[src/rtl/sa_arbiter.sv]
// Round-robin sequencer sharing one adder between NUM_REQ requesters.
// Latency: accept -> response in 3 cycles minimum (ISSUE, WAIT>=1, RESP), 4 cycles per op.
// Backpressure: req_ready only in IDLE; responses are not backpressured.
module sa_arbiter #(
    parameter int BUS_WIDTH = 4,
    parameter int NUM_REQ   = 4,
    parameter int TIMEOUT   = 15
) (
    input  logic                           clk,
    input  logic                           rst,
    input  logic [NUM_REQ-1:0]             req_valid,
    output logic [NUM_REQ-1:0]             req_ready,
    input  logic [NUM_REQ*BUS_WIDTH-1:0]   req_a,
    input  logic [NUM_REQ*BUS_WIDTH-1:0]   req_b,
    output logic [NUM_REQ-1:0]             rsp_valid,
    output logic [BUS_WIDTH-1:0]           rsp_data,
    output logic                           rsp_err,
    output logic [BUS_WIDTH-1:0]           sig_ina,
    output logic [BUS_WIDTH-1:0]           sig_inb,
    output logic                           sig_en_i,
    input  logic [BUS_WIDTH-1:0]           sig_out,
    input  logic                           sig_en_o,
    output logic                           busy
);

    localparam int GW = (NUM_REQ > 1) ? $clog2(NUM_REQ) : 1;
    typedef logic [GW-1:0] gidx_t;
    localparam logic [7:0] TMO_LAST = 8'(TIMEOUT - 1);

    typedef enum logic [1:0] {IDLE, ISSUE, WAIT, RESP} state_t;

    state_t                 state_q, state_d;
    gidx_t                  last_grant_q, last_grant_d;
    gidx_t                  gnt_q, gnt_d;
    logic [BUS_WIDTH-1:0]   ina_q, ina_d;
    logic [BUS_WIDTH-1:0]   inb_q, inb_d;
    logic [7:0]             timer_q, timer_d;
    logic [BUS_WIDTH-1:0]   result_q, result_d;
    logic                   err_q, err_d;

    logic                   arb_found;
    gidx_t                  arb_idx;

    // Search starts one past the last served requester, wrapping modulo NUM_REQ.
    always_comb begin
        int    idx;
        gidx_t cand;
        arb_found = 1'b0;
        arb_idx   = '0;
        idx       = 0;
        cand      = '0;
        for (int k = 1; k <= NUM_REQ; k++) begin
            idx  = (int'(last_grant_q) + k) % NUM_REQ;
            cand = gidx_t'(idx);
            if (!arb_found && req_valid[cand]) begin
                arb_found = 1'b1;
                arb_idx   = cand;
            end
        end
    end

    always_ff @(posedge clk) begin
        if (rst) begin
            state_q      <= IDLE;
            last_grant_q <= gidx_t'(NUM_REQ - 1);
            gnt_q        <= '0;
            ina_q        <= '0;
            inb_q        <= '0;
            timer_q      <= '0;
            result_q     <= '0;
            err_q        <= 1'b0;
        end else begin
            state_q      <= state_d;
            last_grant_q <= last_grant_d;
            gnt_q        <= gnt_d;
            ina_q        <= ina_d;
            inb_q        <= inb_d;
            timer_q      <= timer_d;
            result_q     <= result_d;
            err_q        <= err_d;
        end
    end

    always_comb begin
        state_d      = state_q;
        last_grant_d = last_grant_q;
        gnt_d        = gnt_q;
        ina_d        = ina_q;
        inb_d        = inb_q;
        timer_d      = timer_q;
        result_d     = result_q;
        err_d        = err_q;
        case (state_q)
            IDLE: begin
                if (arb_found) begin
                    gnt_d   = arb_idx;
                    ina_d   = req_a[int'(arb_idx)*BUS_WIDTH +: BUS_WIDTH];
                    inb_d   = req_b[int'(arb_idx)*BUS_WIDTH +: BUS_WIDTH];
                    state_d = ISSUE;
                end
            end
            ISSUE: begin
                timer_d = '0;
                state_d = WAIT;
            end
            WAIT: begin
                if (sig_en_o) begin
                    result_d = sig_out;
                    err_d    = 1'b0;
                    state_d  = RESP;
                end else begin
                    timer_d = timer_q + 8'd1;
                    if (timer_q == TMO_LAST) begin
                        result_d = '0;
                        err_d    = 1'b1;
                        state_d  = RESP;
                    end
                end
            end
            RESP: begin
                last_grant_d = gnt_q;
                state_d      = IDLE;
            end
            default: state_d = IDLE;
        endcase
    end

    always_comb begin
        req_ready = '0;
        rsp_valid = '0;
        rsp_data  = '0;
        rsp_err   = 1'b0;
        sig_en_i  = 1'b0;
        busy      = (state_q != IDLE);
        case (state_q)
            IDLE:    if (arb_found) req_ready[arb_idx] = 1'b1;
            ISSUE:   sig_en_i = 1'b1;
            RESP: begin
                rsp_valid[gnt_q] = 1'b1;
                rsp_data         = result_q;
                rsp_err          = err_q;
            end
            default: ;
        endcase
    end

    // Operands stay on the adder inputs until the next grant replaces them.
    assign sig_ina = ina_q;
    assign sig_inb = inb_q;

endmodule

[config.mk]
export PLATFORM = sky130hd
export DESIGN_NAME = sa_arbiter
export DESIGN_NICKNAME = d
export VERILOG_FILES = /design/src/rtl/sa_arbiter.sv
export SDC_FILE = /design/constraint.sdc
export NUM_CORES = 1
export LEC_CHECK = 0
export ABC_AREA = 1
export CAP_MARGIN = 25
export CORE_MARGIN = 2
export CORE_UTILIZATION = 35
export CTS_BUF_LIST = sky130_fd_sc_hd__clkbuf_16
export DETAILED_ROUTE_END_ITERATION = 10
export PLACE_DENSITY = 0.71
export SLEW_MARGIN = 10
export SYNTH_ARGS = -nofsm -noshare
export SYNTH_HDL_FRONTEND = slang
export SYNTH_SLANG_ARGS = --single-unit
[constraint.sdc]
create_clock -name clk -period 3 [get_ports clk]
set_input_delay 0.3 -clock clk [delete_from_list [all_inputs] [get_ports clk]]
set_output_delay 0.3 -clock clk [all_outputs]
set_load 0.02 [all_outputs]
# Word-level counts from Yosys, hierarchy flattened
# Index checks and enable logic that the tools add are counted.
[totals] reg_bits=27 latch_bits=0 ramBits=0 romBits=0 inputBits=43 out_inout_bits=23 word_cells=82 mem_count=0
[op_classes] addsub=5 multipliers=0 div=0 n_lt_le_gt_ge=8 n_eq_ne=7 shifts=2 muxes=36 n_bitwise=0 n_reduce_logical=16
[op_table] cell="16-bit by 5-bit indexed part select with 4-bit output" n=2
[op_table] cell="4-bit two-way mux" n=6
[op_table] cell="2-bit by 3-bit less-than comparator with 1-bit output, second input constant" n=6
[op_table] cell="8-bit one-hot mux with 2 select lines" n=1
[op_table] cell="1-bit two-way mux" n=14
[op_table] cell="2-bit two-way mux" n=7
[op_table] cell="8-bit by 1-bit adder with 8-bit output, second input constant" n=1
[op_table] cell="1-bit binary-select mux with 2-bit select" n=4
[op_table] cell="8-bit by 4-bit == test with 1-bit output, second input constant" n=1
[op_table] cell="8-bit two-way mux" n=1
[op_table] cell="2-bit one-hot mux with 4 select lines" n=1
[op_table] cell="2-bit AND reduction" n=4
[op_table] cell="2-bit nonzero test" n=3
[op_table] cell="1-bit logical AND" n=5
[op_table] cell="2-bit by 1-bit adder with 2-bit output, second input constant" n=2
[op_table] cell="2-bit adder, second input constant" n=2
[op_table] cell="1-bit demux with 2-bit select" n=2
[op_table] cell="2-bit == test, second input constant" n=2
[op_table] cell="2-bit by 1-bit greater-or-equal comparator with 1-bit output, second input constant" n=2
[op_table] cell="2-bit inequality test, second input constant" n=2
[op_table] cell="1-bit logical NOT" n=3
[op_table] cell="3-bit inequality test, second input constant" n=1
[op_table] cell="2-bit by 1-bit == test with 1-bit output, second input constant" n=1
[op_table] cell="2-bit logical NOT" n=1

# Longest topological paths before layout
[depth] word_depth=19 mapped_depth=16

# Worst setup path before layout
# No wires, ideal clock.
[synth_path] kind="reg-to-output" startpoint="reg last_grant_q[0]" endpoint="out req_ready[1]" arrival_time_ns=1.864 t_required_ns=2.700 path_slack_ns=0.836 path_stages_with_launch=13 path_buffers=2 path_cell_list="dfxtp_1 buf_6 inv_6 nand2_1 nand2_2 nand2_2 nand2_4 nor2_8 nand4_4 nand3_4 inv_2 buf_6 nor3_1"
[synth_between] elab_chain_len=19 word_cells_on_any_way=33 cone_classes="add/sub (4); order compare (2); mux (20); reduce/logical (7)"
[synth_lines] element="start: declaration" line="33" source="gidx_t last_grant_q, last_grant_d;"
[synth_lines] element="start signal: assignment" line="65" source="last_grant_q <= gidx_t'(NUM_REQ - 1);"
[synth_lines] element="start signal: assignment" line="74" source="last_grant_q <= last_grant_d;"
[synth_lines] element="2-bit by 1-bit adder with 2-bit output" line="53" source="idx = (int'(last_grant_q) + k) % NUM_REQ;"
[synth_lines] element="1-bit binary-select mux with 2-bit select" line="55" source="if (!arb_found && req_valid[cand]) begin"
[synth_lines] element="1-bit two-way mux (not written as such)" line="55"
[synth_lines] element="1-bit two-way mux" line="55"
[synth_lines] element="1-bit logical NOT" line="55"
[synth_lines] element="1-bit logical AND" line="55"
[synth_lines] element="1-bit two-way mux" line="55"
[synth_lines] element="1-bit logical NOT" line="55"
[synth_lines] element="[3 not listed]"
[synth_lines] element="1-bit logical AND" line="55"
[synth_lines] element="2-bit two-way mux" line="55"
[synth_lines] element="2-bit by 3-bit less-than comparator with 1-bit output (not written as such) / 2-bit by 1-bit greater-or-equal comparator with 1-bit output (equally long branches)" line="136" source="IDLE: if (arb_found) req_ready[arb_idx] = 1'b1;"
[synth_lines] element="1-bit logical AND (not written as such)" line="136"
[synth_lines] element="1-bit two-way mux (not written as such)" line="136"
[synth_lines] element="1-bit demux with 2-bit select" line="136"
[synth_lines] element="4-bit two-way mux *" line="136"
[synth_lines] element="4-bit two-way mux *" line="135" source="case (state_q)"
[synth_lines] element="end: declaration" line="12" source="output logic [NUM_REQ-1:0] req_ready,"
# Mark *: on every way between the ends. The rest lies on a longest branch, timed or not. The select of a mux whose other input is x is not followed.

# Final worst setup path
[layout_path] startpoint="in req_valid[3]" endpoint="out req_ready[0]"
[layout_between] elab_chain_len=18 word_cells_on_any_way=29 cone_classes="order compare (2); mux (20); reduce/logical (7)"
[layout_lines] element="start: declaration" line="11" source="input logic [NUM_REQ-1:0] req_valid,"
[layout_lines] element="1-bit binary-select mux with 2-bit select" line="55"
[layout_lines] element="1-bit two-way mux (not written as such)" line="55"
[layout_lines] element="1-bit two-way mux" line="55"
[layout_lines] element="1-bit logical NOT" line="55"
[layout_lines] element="1-bit logical AND" line="55"
[layout_lines] element="1-bit two-way mux" line="55"
[layout_lines] element="1-bit logical NOT" line="55"
[layout_lines] element="1-bit logical AND" line="55"
[layout_lines] element="[2 not listed]"
[layout_lines] element="1-bit logical AND" line="55"
[layout_lines] element="2-bit two-way mux" line="55"
[layout_lines] element="2-bit by 3-bit less-than comparator with 1-bit output (not written as such) / 2-bit by 1-bit greater-or-equal comparator with 1-bit output (equally long branches)" line="136"
[layout_lines] element="1-bit logical AND (not written as such)" line="136"
[layout_lines] element="1-bit two-way mux (not written as such)" line="136"
[layout_lines] element="1-bit demux with 2-bit select" line="136"
[layout_lines] element="4-bit two-way mux *" line="136"
[layout_lines] element="4-bit two-way mux *" line="135"
# Marks and branches as above.

==> impl_results.md <==
- Run status: finished, final reports clean
- Placement Cell Area: approximately 2600 µm²
- #FFs+latches synth: 27
- Logic pwr share: ~62%
- Maximum buffer depth of the clock tree: 2
- Post-synthesis sequential area ratio: 28.0%
- Total CTS buffers: 3
- Post-cts resize count: 1
- Internal power: 1.14 mW
- Gate Count Post-Synth: 300
- Xor/xnor share of the synthesized area: 0.454%
- Worst EP arrival: 2.40 ns
- Post-Synth Simple-Gate Area: 45.7%
- CORE AREA: 5410 µm²
- Number of DRC markers in iteration 0: around 120
- Slew HR: about three quarters
- Total power: around 2.1 mW
- CP Cell Sequence: clkdlybuf4s50_1 -> inv_1 -> nand2_1 -> nand3_1 -> nand2_2 -> nand4_2 -> nand2_4 -> nand3_4 -> nor2_1 -> clkdlybuf4s50_1
- Clock transition at path regs: 0.07 ns
- Total global routing overflow: 0
- FFs w/ async S/R, synth: 0%
- Max-slew violations: 0
- CP Class: in -> out
- Port bufs: 65
- R2R Path Start: last_grant_q[1]
- Die area: between 6000 and 7000 µm²
- Die height: about 78 µm
- H-tree lvl count: 1
- Largest net degree at the start of global routing: 20
- Global Route Usage Sum: 15.5%
- Yosys warns: 0
- Final Hold Violating Endpoints: 0
- Vias per std cell: 4.57
- Area grow syn2layout: 42.0%
- Design Area, Final: 2740 µm²
- Netlist Area Pre-Place: 1930 µm²
- Final Cycle Share: 90.0%
- Cell repeated most along the worst path: clkdlybuf4s50_1
- Compound-Gate Fraction of Synth Area: between 8 and 9%
- Critical path endpoint category: output pin
- Net count after synthesis: 349
- Min-delay src: err_q
- Slew at the pin closest to its max-slew limit: approximately 0.37 ns
- Critical path's slowest cell: clkdlybuf4s50_1
- Filler cells: 547
- Area of the multi-input gates: 1130 µm²
- Fmax: 370 MHz
- Worst skew pair latency: 0.26 ns
- CTS tree: yes
- Net Switching: 0.980 mW
- I/O pin total: 66
- Clock share of power: 14.2%
- CP required: 2.70 ns
- Net Sw Frac: 46.3%
- Drt first pass iters: 4
- Maxcap violations: 0
- CTS Root Cell: clkbuf_16
- ANT cells: 0
- Die Span X: 78.2 µm
- Ys flop type: dfxtp_1
- Final setup viols: 0
- Antenna Nets Post-Route: 0
- Vias in the first global route: 1815
- Sink Count: 27
- Clk_skew: 0.00361 ns
- Crit. Startpoint: req_valid[3]
- First-pass GRT wire length: 7910 µm
- WL per Instance: about 11 µm
- RSZ-0062 raised after global routing: false
- Worst-path maximum fanout: 19
- Post-synth EDFFs: 0
- DRC viols: 0
- Via count: 2000
- Share of layout cells above drive strength 1: 9.56%
- Final min period: 2.70 ns
- Worst VDD drop: 0.431 mV
- Largest family of logic cells by synthesized area: simple AND/OR/NAND/NOR gates
- Reg power frac: 23.8%
- LEAKAGE: 1.33 nW
- Initial antenna violation count: 0
- Final Util: 50.6%
- Mux contribution to synthesized area: 0%
- Placer's final routability congestion estimate: around 0.94
- Yosys cell types: 35
- Setup TNS: 0 ns
- Sequential Area: ~540 µm²
- P per Cell Area: 773 nW/µm²
- Crit path buf inv count: 3
- Nets: 416
- CTS Hold Bufs: 0
- DP Wirelength: 3760 µm
- Setup Fix Bufs, Post-CTS: 0
- Setup crit start kind: input port
- Synth Area in Adders: 3.89%
- Hold WC Path Type: reg -> reg
- Row count: 27
- Kind of cell adding the most delay to the critical path: buffers and inverters
- Initial Util: 35.7%
- Delay of the slowest critical-path stage: slightly above 0.6 ns
- Syn avg cell area: 6.43 µm²
- Post-Route WL: 4830 µm
-- kinds of logic (layout without fill, tap and decap cells) --
logic type / Yosys count / in the layout
fa+ha+maj: 6 / 6
xor+xnor: 1 / 1
compound gates: 28 / 28
simple gates: 177 / 177
flops: 27 / 27
buf+inv: 61 / 127
-- flip-flops by register name, summed over array words and instances (netlist names) --
name          count
err_q             1
gnt_q             2
last_grant_q      2
result_q          4
sig_ina           4
sig_inb           4
state_q           2
timer_q           8
-- layer usage --
metal	routed length (µm)	share of wire (%)	track usage (%)	vias to the layer above
li1	-	-	-	1090
met1	2230	46	20.1	844
met2	2210	46	25.9	60
met3	347	7.2	4.25	6
met4	46	0.95	3.16	0
met5	0	0	0	-
-- placed cells by master, fill, tap and decap left out, drive strengths merged --
| master | instances |
|---|---|
| a211oi | 1 |
| a21oi | 12 |
| a221oi | 1 |
| a22oi | 1 |
| a311oi | 1 |
| and3 | 5 |
| buf | 4 |
| clkbuf | 3 |
| clkdlybuf4s50 | 62 |
| clkinv | 1 |
| dfxtp | 27 |
| dlymetal6s2s | 3 |
| ha | 6 |
| inv | 54 |
| nand2 | 82 |
| nand3 | 31 |
| nand3b | 1 |
| nand4 | 14 |
| nor2 | 36 |
| nor3 | 4 |
| nor3b | 2 |
| nor4 | 1 |
| o211ai | 2 |
| o21ai | 10 |
| or2 | 1 |
| xor2 | 1 |
-- Yosys cell counts (3+ instances only) --
| master | n | area [µm²] |
|---|---|---|
| nand2_1 | 70 | 263 |
| inv_1 | 48 | 180 |
| nor2_1 | 34 | 128 |
| nand3_1 | 29 | 145 |
| dfxtp_1 | 27 | 541 |
| a21oi_1 | 12 | 60.1 |
| nand4_1 | 12 | 75.1 |
| nand2_2 | 9 | 56.3 |
| ha_1 | 6 | 75.1 |
| o21ai_0 | 6 | 30.0 |
| and3_1 | 5 | 31.3 |
| inv_2 | 5 | 18.8 |
| nor3_1 | 4 | 20.0 |
| buf_6 | 3 | 33.8 |
| clkbuf_1 | 3 | 11.3 |
| nand2_4 | 3 | 33.8 |
| o21ai_1 | 3 | 15.0 |
-- power by group through the flow --
stage               logic [mW]  clock network [mW]  registers (mW)
floorplan                0.899                   0           0.541
global placement          1.31                   0           0.507
detailed placement        1.32                   0           0.508
CTS                       1.32               0.310           0.502
global route              1.47               0.327           0.511
finish                    1.31               0.299           0.502
-- per-stage QoR --
stage	setup WS, ns	std cells	hold WS [ns]
global route	0.138	438	0.484
finish	0.299	438	0.465
CTS	0.0803	438	0.464
floorplan	0.836	300	0.437
global placement	0.199	434	0.448
detailed placement	0.116	434	0.452
-- worst reg2reg max path, stage by stage, from the launching register on --
cell     delay [ns]
dfxtp_1        0.41
inv_2          0.09
nand2_1        0.08
nand2_2        0.08
nand2_2        0.12
nand2_4        0.08
nor2_8         0.13
nand4_4        0.16
nand3_4        0.22
inv_2          0.09
buf_4          0.17
nand2_1        0.05
and3_1         0.14
nor2_1         0.04
-- final timing paths --
kind / to / slack (ns) / depth (start not counted)
min reg2reg: err_q / 0.47 / 2
max reg2reg: sig_ina[2] / 1.01 / 13
max: req_ready[0] / 0.30 / 10
min: err_q / 0.47 / 2
-- cell type report --
cell class              count  share of cell area [%]
multi-input cells         212                    41.2
repair buffers             69                    25.1
flip-flops and latches     27                    19.9
inverters                  54                    7.59
well taps                  72                    3.29
clock buffers               3                    2.74
clock inverters             1                   0.183
Power figures use the tool's default switching activity.
==> patch 1: new RTL, same flow settings <==
Change the parameter `BUS_WIDTH` from 4 to 6.
--- a/src/rtl/sa_arbiter.sv
+++ b/src/rtl/sa_arbiter.sv
@@ -3,5 +3,5 @@
 // Backpressure: req_ready only in IDLE; responses are not backpressured.
 module sa_arbiter #(
-    parameter int BUS_WIDTH = 4,
+    parameter int BUS_WIDTH = 6,
     parameter int NUM_REQ   = 4,
     parameter int TIMEOUT   = 15
Interface: changed (6 resized); port bits go from 66 to 90. No check against the original RTL was run, so the function may have changed too.
==> patch 1 against the original RTL <==
Worst setup slack got worse by 0.099 ns. Global-route usage increased by 2.2 points. Worst hold slack got worse by 0.0026 ns. Sequential cell count increased by 6. Non-clock buffer count increased by 30. Sequential power increased by 23%. Wire length increased by 35%. Power increased by 35%. Final area increased by 29%. Area after synthesis increased by 24%. First-iteration DRC count decreased by 12%. Critical endpoint unchanged. Largest cell class unchanged. Largest power group unchanged.
==> patch 1: results (changes against the original RTL) <==
Critical path
  – Reg2reg setup slack: 0.87 ns (-0.14 ns)
  – Arr. time, crit path: 2.50 ns (+0.10 ns)
  – Reg-to-Reg End: sig_ina[3]
  – Worst Setup SP: last_grant_q[0]
  – Reg2Reg Depth: 15 (+2)
  – Crit Path Max Fanout: 10 (-9)
  – Worst path max stage delay: 0.61 ns (about the same)

Yosys
  – Mux contribution to synthesized area: 0% (unchanged)
  – XOR/XNOR Fraction of Synth Area: 0% (-0.45 points)
  – Synth top area cells: dfxtp_1 (28%), nand2_1 (15%), inv_1 (10%), nand3_1 (8.6%), nor2_1 (7.1%)
  – Compound-Gate Fraction of Synth Area: 7.06% (-1.3 points)
  – Distinct cells, synth: 34 (-2.9%)
  – Mean Syn Cell Area: 6.23 um2 (-3.0%)
  – Top post-synthesis cells by count: nand2_1 (93), inv_1 (64), nor2_1 (45)
  – Post-Syn Nets: 451 (+29%)
  – Seq/Total Area, Yosys: 27.6% (-0.43 points)
  – Post-Synth Adder-Cell Area: 3.14% (-0.76 points)

Cells and area
  – Fin cells: 559 (+28%)
  – Clock-cell share of area: 3.94% (+1.0 points)
  – Inverters: 71 (+31%)
  – Seq. cell area: 662 um2 (+22%)
  – Fillers: 679 (+24%)
  – Signal buf overhead: 27.5% (+2.4 points)
  – Layout cells sized above 1: 10.9% (+1.3 points)
  – Area growth syn-to-layout: 47.4%
  – #MultiIn Comb: 268 (+26%)
  – Footprint of the multi-input gates: 1380 um2 (+23%)
  – Largest Register: timer_q
  – Non-Clock Buffer Count: 99 (+43%)

Clock tree
  – CTS sink cnt: 33 (+22%)
  – Clk_lat worst skew: 0.28 ns (+0.02 ns)
  – CTS buffer count: 5 (+2)
  – Clock transition at the registers of the reported paths: 0.05 ns (-0.02 ns)
  – CTS H-tree lvls: 2 (+1)

Placed design
  – Routability cong.: 0.890 (-5.1%)
  – Placement Cell Area: 3380 um2 (+28%)
  – Final HPWL DP: 5.16 mm (+37%)
  – Pre-CTS setup slack: 0.117 ns (+0.00173 ns)
  – # placed instances: 551 (+27%)
  – Port Buf Inserts: 89 (+37%)

Power
  – Max VDD drop: 0.000415 V (-3.9%)
  – Leak: 0.00170 uW (+28%)

Timing
  – Worst setup margin: 0.200 ns (-0.0986 ns)
  – Clock Skews: 0.00473 ns (+0.00113 ns)
  – Hold_ws: 0.463 ns (-0.00261 ns)
  – Relative slew slack: 65.4% (-9.7 points)

Global routing
  – Largest net degree at the start of global routing: 23 (+15%)
  – Global-route wire length before repair: 11.0 mm (+39%)
  – GR Util All Layers: 17.7% (+2.2 points)
  – Vias in the first global route: 2441 (+34%)

Detailed routing
  – Vias: 2636 (+32%)
  – Routed WL: 6.54 mm (+35%)
  – Iteration-0 DRC Markers: 107 (-12%)

Status
  – Status: complete, no violations

Die
  – Core ar.: 6720 um2 (+24%)
==> patch 1: cell types whose count changed in the layout (fill, tap and decap cells not counted), sizes merged, moves of 2 or more <==
cell | before | now
clkdlybuf4s50 | 62 | 87
dfxtp | 27 | 33
a21oi | 12 | 15
inv | 54 | 72
nand2 | 82 | 110
buf | 4 | 10
nor2 | 36 | 47
clkbuf | 3 | 5
nand4 | 14 | 19
nand3 | 31 | 44
==> patch 1: power breakdown <==
part / total [uW] / internal [uW] / switching, uW
Sequential: 617 / 546 / 70.6
Combinational: 1770 / 699 / 1070
Clock: 475 / 300 / 175
Total: 2860 / 1550 / 1310
==> patch 1: routing by layer <==
metal	vias up	global-route usage, %	part of all wire [%]
met1	1160	22.8	44
met2	67	30.3	50
met5	-	0	0
li1	1400	-	-
met3	9	3.71	4.9
met4	0	4.26	1.5
==> patch 1: what timing repair did <==
| action | 4_1_cts | 5_1_grt |
|---|---|---|
| setup endpoints to repair | 0 | 4 |
| hold endpoints to repair | 0 | 0 |
| resized for setup | 0 | 3 |
==> patch 2: new RTL, same flow settings <==
Without the edit above. Put a register stage on the output `rsp_err`, cleared by the reset. The value now appears one clock later. The other outputs are not delayed to match.
--- a/src/rtl/sa_arbiter.sv
+++ b/src/rtl/sa_arbiter.sv
@@ -29,4 +29,6 @@
 
     typedef enum logic [1:0] {IDLE, ISSUE, WAIT, RESP} state_t;
+
+    logic rsp_err_d;
 
     state_t                 state_q, state_d;
@@ -130,5 +132,5 @@
         rsp_valid = '0;
         rsp_data  = '0;
-        rsp_err   = 1'b0;
+        rsp_err_d = 1'b0;
         sig_en_i  = 1'b0;
         busy      = (state_q != IDLE);
@@ -139,5 +141,5 @@
                 rsp_valid[gnt_q] = 1'b1;
                 rsp_data         = result_q;
-                rsp_err          = err_q;
+                rsp_err_d        = err_q;
             end
             default: ;
@@ -149,4 +151,12 @@
     assign sig_inb = inb_q;
 
+    always_ff @(posedge clk) begin
+        if (rst) begin
+            rsp_err <= '0;
+        end else begin
+            rsp_err <= rsp_err_d;
+        end
+    end
+
 endmodule
 
Function: same outputs for any inputs over 4 cycles, from zero or initial values and one cycle with rst high; that may be too few to reach the edited logic, so the function may still have changed.
==> patch 2 against the original RTL <==
Combinational power grew 3%. Wire length shrank 0.12%. Final area grew 1.5%. Clock skew grew 0.0038 ns. Area after synthesis grew 0.32%. Power grew 6.9%. Sequential share of layout area grew 0.33 points. Clock power grew 33%. Sequential cell count grew 1. Synthesized cell count shrank 1.0%. Worst setup slack lost 0.090 ns.
==> patch 2: results (changes against the original RTL) <==
Status
  – Status: complete, no violations

Timing
  – Worst-Margin Slew: 0.413 ns (+0.0433 ns)
  – Clock Skews: 0.00744 ns (+0.00384 ns)

Global routing
  – GR Util All Layers: 16.4% (+0.95 points)
  – Vias in the first global route: 1888 (+4.0%)
  – Global-route wire length before repair: 8.39 mm (+6.1%)

Power
  – Sw Pwr: 1010 uW (+2.9%)
  – Max VDD drop: 0.000483 V (+12%)
  – Leak: 0.00131 uW (-1.2%)

Critical path
  – Reg2reg start: last_grant_q[0]
  – Crit Path Max Fanout: 9 (-10)
  – Worst path max stage delay: 0.66 ns (+0.05 ns)
  – Arr. time, crit path: 2.49 ns (+0.09 ns)
  – Worst Setup SP: req_valid[2]

Placed design
  – Final HPWL DP: 3.79 mm (+0.64%)
  – # placed instances: 433 (-0.23%)
  – Routability cong.: 0.877 (-6.4%)

Detailed routing
  – Iteration-0 DRC Markers: 99 (-18%)
  – Vias: 2059 (+2.9%)
  – Mean routed wirelength per cell: 11.0 um (+0.10%)
  – DR top layer: met4
  – Met1 WL: 2.26 mm (+1.6%)

Cells and area
  – Fillers: 544 (-0.55%)
  – Layout cells sized above 1: 8.77% (-0.80 points)
  – Fin cells: 437 (-0.23%)
  – Post-layout nets: 415 (-0.24%)

Clock tree
  – Post_cts resized: 0 (-1)
  – Deepest clock path buffer count: 2 (unchanged)

Yosys
  – Post-Syn Nets: 346 (-0.86%)
  – Mapped Cells: 297 (-1.0%)
  – Seq/Total Area, Yosys: 29.0% (+0.94 points)
  – Distinct cells, synth: 34 (-2.9%)
  – Top post-synthesis cells by count: nand2_1 (71), inv_1 (49), nor2_1 (33)
  – Synth top area cells: dfxtp_1 (29%), nand2_1 (14%), inv_1 (9.5%), nand3_1 (7.0%), nor2_1 (6.4%)

Worst hold path
  – HP Start: err_q
==> patch 2: cell count changes after synthesis, moves of 2 or more <==
cell / change
nand2_2: -3
nor3_1: +3
inv_2: -2
nand3_1: -2
nor3b_1: -2
o21ai_0: -2
==> patch 2: kinds of logic after synthesis <==
logic type                 Yosys count  synth area share (%)
buffers and inverters               60                  13.3
and+or+nand+nor                    173                  44.3
AOI/OAI and AO/OA                   29                  9.12
DFF                                 28                  29.0
xor gates and xnor gates             1                 0.453
adders and majority gates            6                  3.88
==> patch 2: routing by layer <==
layer / global-route usage, % / up-vias
li1: - / 1095
met1: 21.2 / 917
met2: 28.5 / 41
met3: 2.53 / 6
met4: 4.56 / 0
met5: 0 / -
==> patch 2: worst paths after layout <==
path                  endpoint  slack (ns)  cells past startpoint
setup / recovery  req_ready[1]        0.21                     10
hold / removal         rsp_err        0.44                      2
setup reg to reg    sig_inb[1]        1.05                     12
hold reg to reg        rsp_err        0.44                      2
==> patch 2: area by class of cell <==
class | instances | area [um2] | share of cell area [%]
multi-input cells | 209 | 1120 | 40.2
repair buffers | 71 | 701 | 25.2
flip-flops and latches | 28 | 562 | 20.2
inverters | 53 | 204 | 7.34
well taps | 72 | 90.1 | 3.24
clock buffers | 3 | 75.1 | 2.70
clock inverters | 1 | 30.0 | 1.08
==> patch 2: power groups by stage <==
stage	combinational (uW)	sequential, uW	clock (uW)
after global routing	1510	524	413
after detailed placement	1360	522	0
final	1350	513	398
after floorplan	902	554	0
after global placement	1340	520	0
after CTS	1370	514	399
==> patch 2: worst min-delay path: stages, from the launching register on <==
cell	delay, ns
dfxtp_1	0.30
inv_1	0.06
nor3_1	0.04
==> patch 2: stage by stage <==
step	power, uW	hold slack [ns]	instance area [um2]	util, %	worst slack (ns)
CTS	2280	0.446	2770	51.3	0.00755
global placement	1860	0.432	2670	49.4	0.162
global route	2450	0.472	2780	51.4	0.0557
floorplan	1460	0.415	1930	-	0.834
finish	2260	0.439	2780	51.4	0.209
detailed placement	1880	0.435	2670	49.4	0.100
